`src/rtl/fetch_unit_pkg.sv`:
```
// Shared constants and helpers for the instruction fetch stage.
package fetch_unit_pkg;

    localparam int ISIZE = 32;
    localparam int DSIZE = 32;
    localparam logic [ISIZE-1:0] PC_INC = 32'd4;

    // Instruction addresses are word aligned; the low two bits are dropped.
    function automatic logic [ISIZE-1:0] align_word(input logic [ISIZE-1:0] addr);
        return addr & 32'hFFFF_FFFC;
    endfunction

endpackage

```
`src/rtl/fetch_buffer.sv`:
```
// In-order buffer of fetched instructions: entries are allocated at request time
// and filled when the matching response returns.
module fetch_buffer
    import fetch_unit_pkg::*;
#(
    parameter int DEPTH = 2
) (
    input  logic                  clk,
    input  logic                  rst_n,
    input  logic                  flush,
    input  logic                  alloc,
    input  logic [ISIZE-1:0]      alloc_pc,
    input  logic                  fill,
    input  logic [DSIZE-1:0]      fill_data,
    input  logic                  pop,
    output logic                  full,
    output logic                  head_filled,
    output logic [ISIZE-1:0]      head_pc,
    output logic [DSIZE-1:0]      head_data,
    output logic [$clog2(DEPTH):0] unfilled_cnt,
    output logic                  has_unfilled
);

    localparam int PW = $clog2(DEPTH);
    localparam int CW = PW + 1;

    logic [ISIZE-1:0] pc_q   [DEPTH];
    logic [ISIZE-1:0] pc_d   [DEPTH];
    logic [DSIZE-1:0] data_q [DEPTH];
    logic [DSIZE-1:0] data_d [DEPTH];
    logic [DEPTH-1:0] filled_q, filled_d;
    logic [PW-1:0]    head_q, head_d;
    logic [PW-1:0]    tail_q, tail_d;
    logic [PW-1:0]    fill_ptr_q, fill_ptr_d;
    logic [CW-1:0]    cnt_q, cnt_d;
    logic [CW-1:0]    unfilled_q, unfilled_d;

    assign full         = (cnt_q == CW'(DEPTH));
    assign head_filled  = filled_q[head_q];
    assign head_pc      = pc_q[head_q];
    assign head_data    = data_q[head_q];
    assign unfilled_cnt = unfilled_q;
    assign has_unfilled = (unfilled_q != {CW{1'b0}});

    // Per-entry next state; fills always land on the oldest unfilled entry.
    always_comb begin
        for (int i = 0; i < DEPTH; i++) begin
            if (alloc && !flush && (tail_q == PW'(i))) begin
                pc_d[i] = alloc_pc;
            end else begin
                pc_d[i] = pc_q[i];
            end
            if (fill && !flush && (fill_ptr_q == PW'(i))) begin
                data_d[i] = fill_data;
            end else begin
                data_d[i] = data_q[i];
            end
            if (flush) begin
                filled_d[i] = 1'b0;
            end else if (fill && (fill_ptr_q == PW'(i))) begin
                filled_d[i] = 1'b1;
            end else if ((alloc && (tail_q == PW'(i))) || (pop && (head_q == PW'(i)))) begin
                filled_d[i] = 1'b0;
            end else begin
                filled_d[i] = filled_q[i];
            end
        end
    end

    // Pointer and occupancy next state.
    always_comb begin
        if (flush) begin
            head_d     = {PW{1'b0}};
            tail_d     = {PW{1'b0}};
            fill_ptr_d = {PW{1'b0}};
            cnt_d      = {CW{1'b0}};
            unfilled_d = {CW{1'b0}};
        end else begin
            head_d     = head_q + PW'(pop);
            tail_d     = tail_q + PW'(alloc);
            fill_ptr_d = fill_ptr_q + PW'(fill);
            cnt_d      = cnt_q + CW'(alloc) - CW'(pop);
            unfilled_d = unfilled_q + CW'(alloc) - CW'(fill);
        end
    end

    // Buffer state registers.
    always_ff @(posedge clk or negedge rst_n) begin
        if (!rst_n) begin
            for (int i = 0; i < DEPTH; i++) begin
                pc_q[i]   <= {ISIZE{1'b0}};
                data_q[i] <= {DSIZE{1'b0}};
            end
            filled_q   <= {DEPTH{1'b0}};
            head_q     <= {PW{1'b0}};
            tail_q     <= {PW{1'b0}};
            fill_ptr_q <= {PW{1'b0}};
            cnt_q      <= {CW{1'b0}};
            unfilled_q <= {CW{1'b0}};
        end else begin
            for (int i = 0; i < DEPTH; i++) begin
                pc_q[i]   <= pc_d[i];
                data_q[i] <= data_d[i];
            end
            filled_q   <= filled_d;
            head_q     <= head_d;
            tail_q     <= tail_d;
            fill_ptr_q <= fill_ptr_d;
            cnt_q      <= cnt_d;
            unfilled_q <= unfilled_d;
        end
    end

endmodule

```
`src/rtl/fetch_unit.sv`:
```
// Instruction fetch stage: program counter, memory request issue, stale-response
// dropping after redirects, and the decoder-side handshake.
module fetch_unit
    import fetch_unit_pkg::*;
#(
    parameter logic [ISIZE-1:0] RESET_PC   = 32'h0000_0000,
    parameter int               FIFO_DEPTH = 2
) (
    input  logic             clk,
    input  logic             rst_n,
    output logic             imem_req_valid,
    input  logic             imem_req_ready,
    output logic [ISIZE-1:0] imem_req_addr,
    input  logic             imem_rsp_valid,
    input  logic [ISIZE-1:0] imem_rsp_data,
    input  logic             redirect_valid,
    input  logic [ISIZE-1:0] redirect_pc,
    output logic             instr_valid,
    input  logic             instr_ready,
    output logic [ISIZE-1:0] instr,
    output logic [ISIZE-1:0] instr_pc
);

    localparam int CW = $clog2(FIFO_DEPTH) + 1;
    localparam int DW = $clog2(2 * FIFO_DEPTH) + 1;

    logic [ISIZE-1:0] pc_q, pc_d;
    logic [DW-1:0]    drop_cnt_q, drop_cnt_d;
    logic             run_q, run_d;

    logic             full_s;
    logic             head_filled_s;
    logic [CW-1:0]    unfilled_cnt_s;
    logic             has_unfilled_s;
    logic             req_fire_s;
    logic             fill_s;
    logic             pop_s;
    logic             dropping_s;
    logic [DW-1:0]    drop_sum_s;

    // run_q keeps the request line quiet for the cycle in which reset releases.
    assign imem_req_valid = run_q && !full_s && !redirect_valid;
    assign imem_req_addr  = pc_q;
    assign req_fire_s     = imem_req_valid && imem_req_ready;
    assign dropping_s     = (drop_cnt_q != {DW{1'b0}});
    assign fill_s         = imem_rsp_valid && !redirect_valid && !dropping_s && has_unfilled_s;
    assign pop_s          = head_filled_s && instr_ready && !redirect_valid;
    assign drop_sum_s     = drop_cnt_q + DW'(unfilled_cnt_s);

    fetch_buffer #(
        .DEPTH(FIFO_DEPTH)
    ) u_buf (
        .clk         (clk),
        .rst_n       (rst_n),
        .flush       (redirect_valid),
        .alloc       (req_fire_s),
        .alloc_pc    (pc_q),
        .fill        (fill_s),
        .fill_data   (imem_rsp_data),
        .pop         (pop_s),
        .full        (full_s),
        .head_filled (head_filled_s),
        .head_pc     (instr_pc),
        .head_data   (instr),
        .unfilled_cnt(unfilled_cnt_s),
        .has_unfilled(has_unfilled_s)
    );

    assign instr_valid = head_filled_s;

    // PC and drop counter next state; a redirect overrides everything else.
    always_comb begin
        run_d = 1'b1;
        if (redirect_valid) begin
            pc_d = align_word(redirect_pc);
            // Every in-flight response belongs to the old path; the one arriving now is discarded too.
            if (imem_rsp_valid && (drop_sum_s != {DW{1'b0}})) begin
                drop_cnt_d = drop_sum_s - DW'(1);
            end else begin
                drop_cnt_d = drop_sum_s;
            end
        end else begin
            if (req_fire_s) begin
                pc_d = pc_q + PC_INC;
            end else begin
                pc_d = pc_q;
            end
            if (imem_rsp_valid && dropping_s) begin
                drop_cnt_d = drop_cnt_q - DW'(1);
            end else begin
                drop_cnt_d = drop_cnt_q;
            end
        end
    end

    // Fetch control registers.
    always_ff @(posedge clk or negedge rst_n) begin
        if (!rst_n) begin
            pc_q       <= RESET_PC;
            drop_cnt_q <= {DW{1'b0}};
            run_q      <= 1'b0;
        end else begin
            pc_q       <= pc_d;
            drop_cnt_q <= drop_cnt_d;
            run_q      <= run_d;
        end
    end

endmodule

```
`config.mk`:
```
export PLATFORM = sky130hd
export DESIGN_NAME = fetch_unit
export DESIGN_NICKNAME = d
export VERILOG_FILES = /design/src/rtl/fetch_unit_pkg.sv /design/src/rtl/fetch_buffer.sv /design/src/rtl/fetch_unit.sv
export SDC_FILE = /design/constraint.sdc
export NUM_CORES = 1
export LEC_CHECK = 0
export CAP_MARGIN = 10
export CORE_UTILIZATION = 50
export CTS_CLUSTER_SIZE = 40
export DETAILED_ROUTE_END_ITERATION = 6
export GPL_ROUTABILITY_DRIVEN = 0
export PLACE_DENSITY = 0.79
export SETUP_SLACK_MARGIN = 0.3
export SLEW_MARGIN = 20
export SYNTH_ARGS = -nofsm -noshare
export SYNTH_HDL_FRONTEND = slang
export SYNTH_SLANG_ARGS = --single-unit
```
`constraint.sdc`:
```
create_clock -name clk -period 2.31 [get_ports clk]
set_input_delay 0.3465 -clock clk [delete_from_list [all_inputs] [get_ports clk]]
set_output_delay 0.3465 -clock clk [all_outputs]
set_load 0.02 [all_outputs]
```
# [Word level (Yosys, flattened, before mapping)]
# Index checks and enable logic that the tools add are counted.
[op_classes] n_mux=24 bitwise=4 magnitude_cmp=2 n_reduce_logical=34 addsub=11 n_eq_ne=1
[ops] operator="32-bit two-way mux" n=8
[ops] operator="32-bit by 3-bit adder with 32-bit output (second input constant)" n=1
[ops] operator="1-bit logical AND" n=22
[ops] operator="3-bit nonzero test" n=4
[ops] operator="1-bit two-way mux" n=11
[ops] operator="3-bit two-way mux" n=3
[ops] operator="2-bit nonzero test" n=3
[ops] operator="3-bit by 1-bit subtractor with 3-bit output (second input constant)" n=2
[ops] operator="2-bit by 1-bit adder with 2-bit output" n=2
[ops] operator="2-bit two-way mux" n=2
[ops] operator="2-bit by 1-bit subtractor with 2-bit output" n=2
[ops] operator="1-bit adder" n=3
[ops] operator="3-bit by 2-bit adder with 3-bit output" n=1
[ops] operator="1-bit zero test" n=3
[ops] operator="1-bit inverter" n=3
[ops] operator="2-bit equality test (second input constant)" n=1
[ops] operator="2-bit >= comparator (second input constant)" n=1
[ops] operator="1-bit logical OR" n=2
[ops] operator="1-bit by 2-bit < comparator with 1-bit output (second input constant)" n=1
[ops] operator="1-bit inverter with 2-bit output" n=1
[word_totals] wordCells=90 output_inout_bits=98 in_bits=70 reg_bits=173

# [Longest topological paths before layout]
[depth] word_depth=10 mapped_depth=9 depth_no_buf=9

# [Cells and area by module]
# A second synthesis with hierarchy kept.
[hier_totals] cells_unflattened=636 area_unflattened_um2=8225.4
[by_module_without_submodules] module="fetch_buffer" seq_area_each_um2=3428.3 instances=1 area_each_um2=6055.8 cells_each=388
[by_module_without_submodules] module="fetch_unit" seq_area_each_um2=850.8 instances=1 area_each_um2=2169.6 cells_each=248

# [Least setup slack after synthesis]
# OpenSTA, ideal clock, no wires.
[synth_path] path_type="flip-flop to flip-flop" startpoint="register u_buf.head_q" endpoint="register u_buf.cnt_q[1]" setup_slack_ps=259 arrival_ps=1920 synth_period_minus_slack_ps=2051 stages_incl_launch_ff=9 path_cell_list="dfrtp_1 -> clkbuf_1 -> mux2_2 -> and3_1 -> ha_1 -> inv_1 -> ha_1 -> xnor2_1 -> nor2_1"
[synth_via] elab_chain_cells=6
[synth_lines] element="start: declaration" line="fetch_buffer.sv:32" rtl="logic [PW-1:0] head_q, head_d;"
[synth_lines] element="start signal: assignment" line="fetch_buffer.sv:95" rtl="head_q <= {PW{1'b0}};"
[synth_lines] element="1-bit two-way mux (not written as such) (2 in a row)" line="fetch_buffer.sv:39" rtl="assign head_filled = filled_q[head_q];"
[synth_lines] element="net instr_valid" line="fetch_unit.sv:18" rtl="output logic instr_valid,"
[synth_lines] element="1-bit logical AND (2 in a row)" line="fetch_unit.sv:47" rtl="assign pop_s = head_filled_s && instr_ready && !redirect_valid;"
[synth_lines] element="2-bit by 1-bit subtractor with 2-bit output" line="fetch_buffer.sv:82" rtl="cnt_d = cnt_q + CW'(alloc) - CW'(pop);"
[synth_lines] element="2-bit two-way mux" line="fetch_buffer.sv:72" rtl="if (flush) begin"
[synth_lines] element="net u_buf.cnt_d[1]" line="fetch_buffer.sv:35" rtl="logic [CW-1:0] cnt_q, cnt_d;"
[synth_lines] element="end signal: assignment" line="fetch_buffer.sv:98" rtl="cnt_q <= {CW{1'b0}};"
[synth_lines] element="end signal: assignment" line="fetch_buffer.sv:109" rtl="cnt_q <= cnt_d;"
[synth_lines] element="end: declaration" line="fetch_buffer.sv:35"
# The timed path passes the listed nets, and every way through them passes these cells. The select of a mux whose other input is x is not followed.
# A chain may end at the register's enable or synchronous reset.

# [Worst setup path in the final report]
[layout_path] startpoint="register u_buf.head_q" endpoint="output instr_pc[15]"
[layout_via] elab_chain_cells=4
[layout_lines] element="1-bit inverter with 2-bit output (not written as such)" line="fetch_buffer.sv:40" rtl="assign head_pc = pc_q[head_q];"
[layout_lines] element="32-bit two-way mux (not written as such) (3 in a row)" line="fetch_buffer.sv:40"
[layout_lines] element="end: declaration" line="fetch_unit.sv:21" rtl="output logic [ISIZE-1:0] instr_pc"
# Every way passes these cells. The select of a mux whose other input is x is not followed.

==> results by group <==
STA
  • RSZ-0062 raised after global routing: yes
  • Max-slew headroom: 58.07%
  • FMAX: 0.4694 GHz
  • Period utilization: 92.23%
  • Slew Viols, Final: 0
  • Total negative slack: 0 ns
  • Clock Skews: 0.007203 ns
  • Hold Slack: 0.2871 ns
  • Final hold violation count: 0
  • Final setup fails: 0
  • Final setup margin: 0.1795 ns
  • Final Critical Period: 2.130 ns
  • Measured slew at the worst slew-check pin: 0.6290 ns

Drt
  • DRT Wirelength: 20.08 mm
  • WL per Instance: 19.11 µm
  • Vias: 5,680
  • DRC viols: 0
  • Met2 wire len: 10.26 mm
  • Met3 Wirelength: 1.350 mm
  • Vias per inst: 5.404
  • Initial DRT Pass Iterations: 4
  • Antenna Nets Post-Route: 0
  • Top routing layer in use: met5
  • Met1 wire length: 8.189 mm
  • DR iter-0 viols: 258

Synth
  • Seq cells post-synth: 167
  • Share of the synthesized area in the top cell type: 51.28%
  • Synth warn: 0
  • Register area share after synthesis: 51.28%
  • Cells after synthesis: 631
  • Synth top area cells: dfrtp_1 (51%), mux2_2 (26%), nand2_1 (2.0%), ha_1 (2.0%), xnor2_1 (1.6%)
  • Synth cell types: 51
  • Post-synthesis average cell area: 12.91 µm²
  • Largest area contributor in the netlist: dfrtp_1
  • Syn Std Cell Area: 0.008149 mm²

Power
  • Overall Power: 9.224 mW
  • Lkg Pwr: 5.147 nW
  • Maximum vdd drop: 547.5 µV
  • P per Cell Area: 828.4 mW/mm²

Status
  • Status: complete, no violations

Finish
  • # fillers: 1,116
  • Area delta synth->final: 36.63%
  • Antenna cell count: 0
  • Nets: 906
  • Fin cells: 1,051
  • Fin util: 70.09%
  • Most frequent cells in the layout: dfrtp_1 (163), mux2_2 (145), clkdlybuf4s50_1 (94)
  • Final Instance Area: 0.01113 mm²
  • Most common cell after layout, fill and taps aside: dfrtp_1
  • Fraction of layout cells with a size suffix above 1: 40.00%

CTS
  • CTS tree: built
  • CTS Root Cell: clkbuf_16
  • CTS sink cnt: 167
  • Clk_lat worst skew: 0.43 ns
  • CTS buffer count: 17
  • Worst-path clk slew: 0.06 ns
  • Max Buffers Root-to-Sink: 2
  • H-tree levels: 4

Setup path
  • Critical path data required time: 1.96 ns
  • Reg-to-Reg End: drop_cnt_q[2]$_DFFE_PN0P_
  • Worst setup path end: instr_pc[15]
  • Crit Reg-Reg Startpoint: drop_cnt_q[0]$_DFFE_PN0P_
  • Critical path fanouts, max: 25
  • CP endpoint kind: output port
  • R2R setup slack: 0.23 ns
  • R2R depth: 9
  • CP Launch Type: flip-flop
  • Crit. Startpoint: u_buf.head_q$_DFF_PN0_
  • Crit path DAT: 1.78 ns
  • Setup CP Type: reg -> out

Floorplan
  • IO Pins: 168
  • Starting Density: 51.30%
  • FP Rows: 46
  • Die height: 129.7 µm
  • Core footprint: 0.01589 mm²
  • Die Span X: 129.7 µm
  • Die area: 0.01681 mm²

Min path
  • Origin of the worst min-delay path: redirect_valid
  • Class of the worst hold path: in -> reg

GRT
  • Largest net degree at the start of global routing: 69
  • Grt total ovfl: 0
  • Total global-route track usage: 23.15%
  • Global-route wire length before repair: 29.45 mm
  • Initial antenna violation count: 1
  • Vias in the first global route: 5,806

Job
  • Max Cap Violations: 0

Placement
  • Placed insts: 989
  • DP Worst Slack: 0.1122 ns
  • Quantity of I/O buffers inserted on ports: 161
  • Hpwl dp: 12.48 mm
  • Dpl cell area: 0.009926 mm²
-- cell families (layout without fill, tap and decap cells) --
group,Yosys count,after routing,synth area share [%]
and+or+nand+nor,135,135,9.857
adders and majority gates,14,14,2.242
AOI/OAI and AO/OA,45,45,3.194
other,2,5,0.09216
muxes,190,190,26.21
DFF,167,167,51.28
buffers and inverters,48,249,3.900
xor gates and xnor gates,30,30,3.224
-- per-layer routing --
layer | GRT usage (%) | up-vias
met5 | 0 | -
met2 | 40.23 | 161
met1 | 27.33 | 2883
met3 | 7.102 | 26
li1 | - | 2608
met4 | 7.456 | 2
-- repair_timing --
item / 4_1_cts / 5_1_grt
setup buffers: 11 / 11
setup endpoints to repair: 103 / 134
pin swaps: 3 / 4
cloned: 3 / 4
hold endpoints to repair: 65 / 0
hold buffers: 1 / 0
resized for setup: 149 / 142
-- state kept, by name (all words and copies together), names as in the netlist --
name / cells
drop_cnt_q: 3
imem_req_addr: 30
run_q: 1
u_buf.cnt_q: 2
u_buf.data_q: 64
u_buf.fill_ptr_q: 1
u_buf.filled_q: 2
u_buf.head_q: 1
u_buf.pc_q: 60
u_buf.tail_q: 1
u_buf.unfilled_cnt: 2
-- worst max-delay path: stages (launching register included) --
cell and delay, ns:
dfrtp_2 0.44, buf_12 0.22, mux2_2 0.36, dlygate4sd2_1 0.33
-- worst min-delay path by stage --
stage | to | slack [ns] | depth (start not counted)
6_report | drop_cnt_q[1]$_DFFE_PN0P_ | 0.29 | 3
3_5_place_dp | u_buf.data_q[43]$_DFFE_PN0P_ | 0.39 | 1
2_1_floorplan | drop_cnt_q[0]$_DFFE_PN0P_ | 0.05 | 0
3_3_place_gp | u_buf.data_q[43]$_DFFE_PN0P_ | 0.38 | 1
5_1_grt | drop_cnt_q[1]$_DFFE_PN0P_ | 0.30 | 3
4_1_cts | drop_cnt_q[1]$_DFFE_PN0P_ | 0.26 | 3
-- layout make-up --
cell class	instances	area, µm²	area share (%)
sequential	167	4184	37.58
clock inverter	11	172.7	1.551
multi-input combinational	419	3882	34.87
timing repair buffer	206	2121	19.05
inverter	11	43.79	0.3933
clock buffer	21	460.4	4.135
tap	216	270.3	2.427
-- cells in the mapped netlist (all sizes together) --
library cell  count
mux2            187
xor2             15
o31ai             3
inv              11
nand2            45
clkbuf           17
and4b             1
o21ai            30
nor2             16
nand4            15
nand2b            6
ha               13
or2               1
nand3            15
dfrtp           167
nand3b            1
and4              3
o211ai            4
nor4              5
nor3              8
and3              8
nand4b            1
and2              6
fa                1
nor2b             3
buf              20
a221o             1
mux2i             3
conb              2
xnor2            15
o311ai            2
a21oi             5
or3               1
-- power breakdown --
part	internal [mW]	leakage [nW]	switching (mW)
combinational	1.34	2.67	1.14
sequential	3.38	2.18	0.329
clock	1.87	0.296	1.16
total	6.60	5.15	2.63
Power figures use the tool's default switching activity.
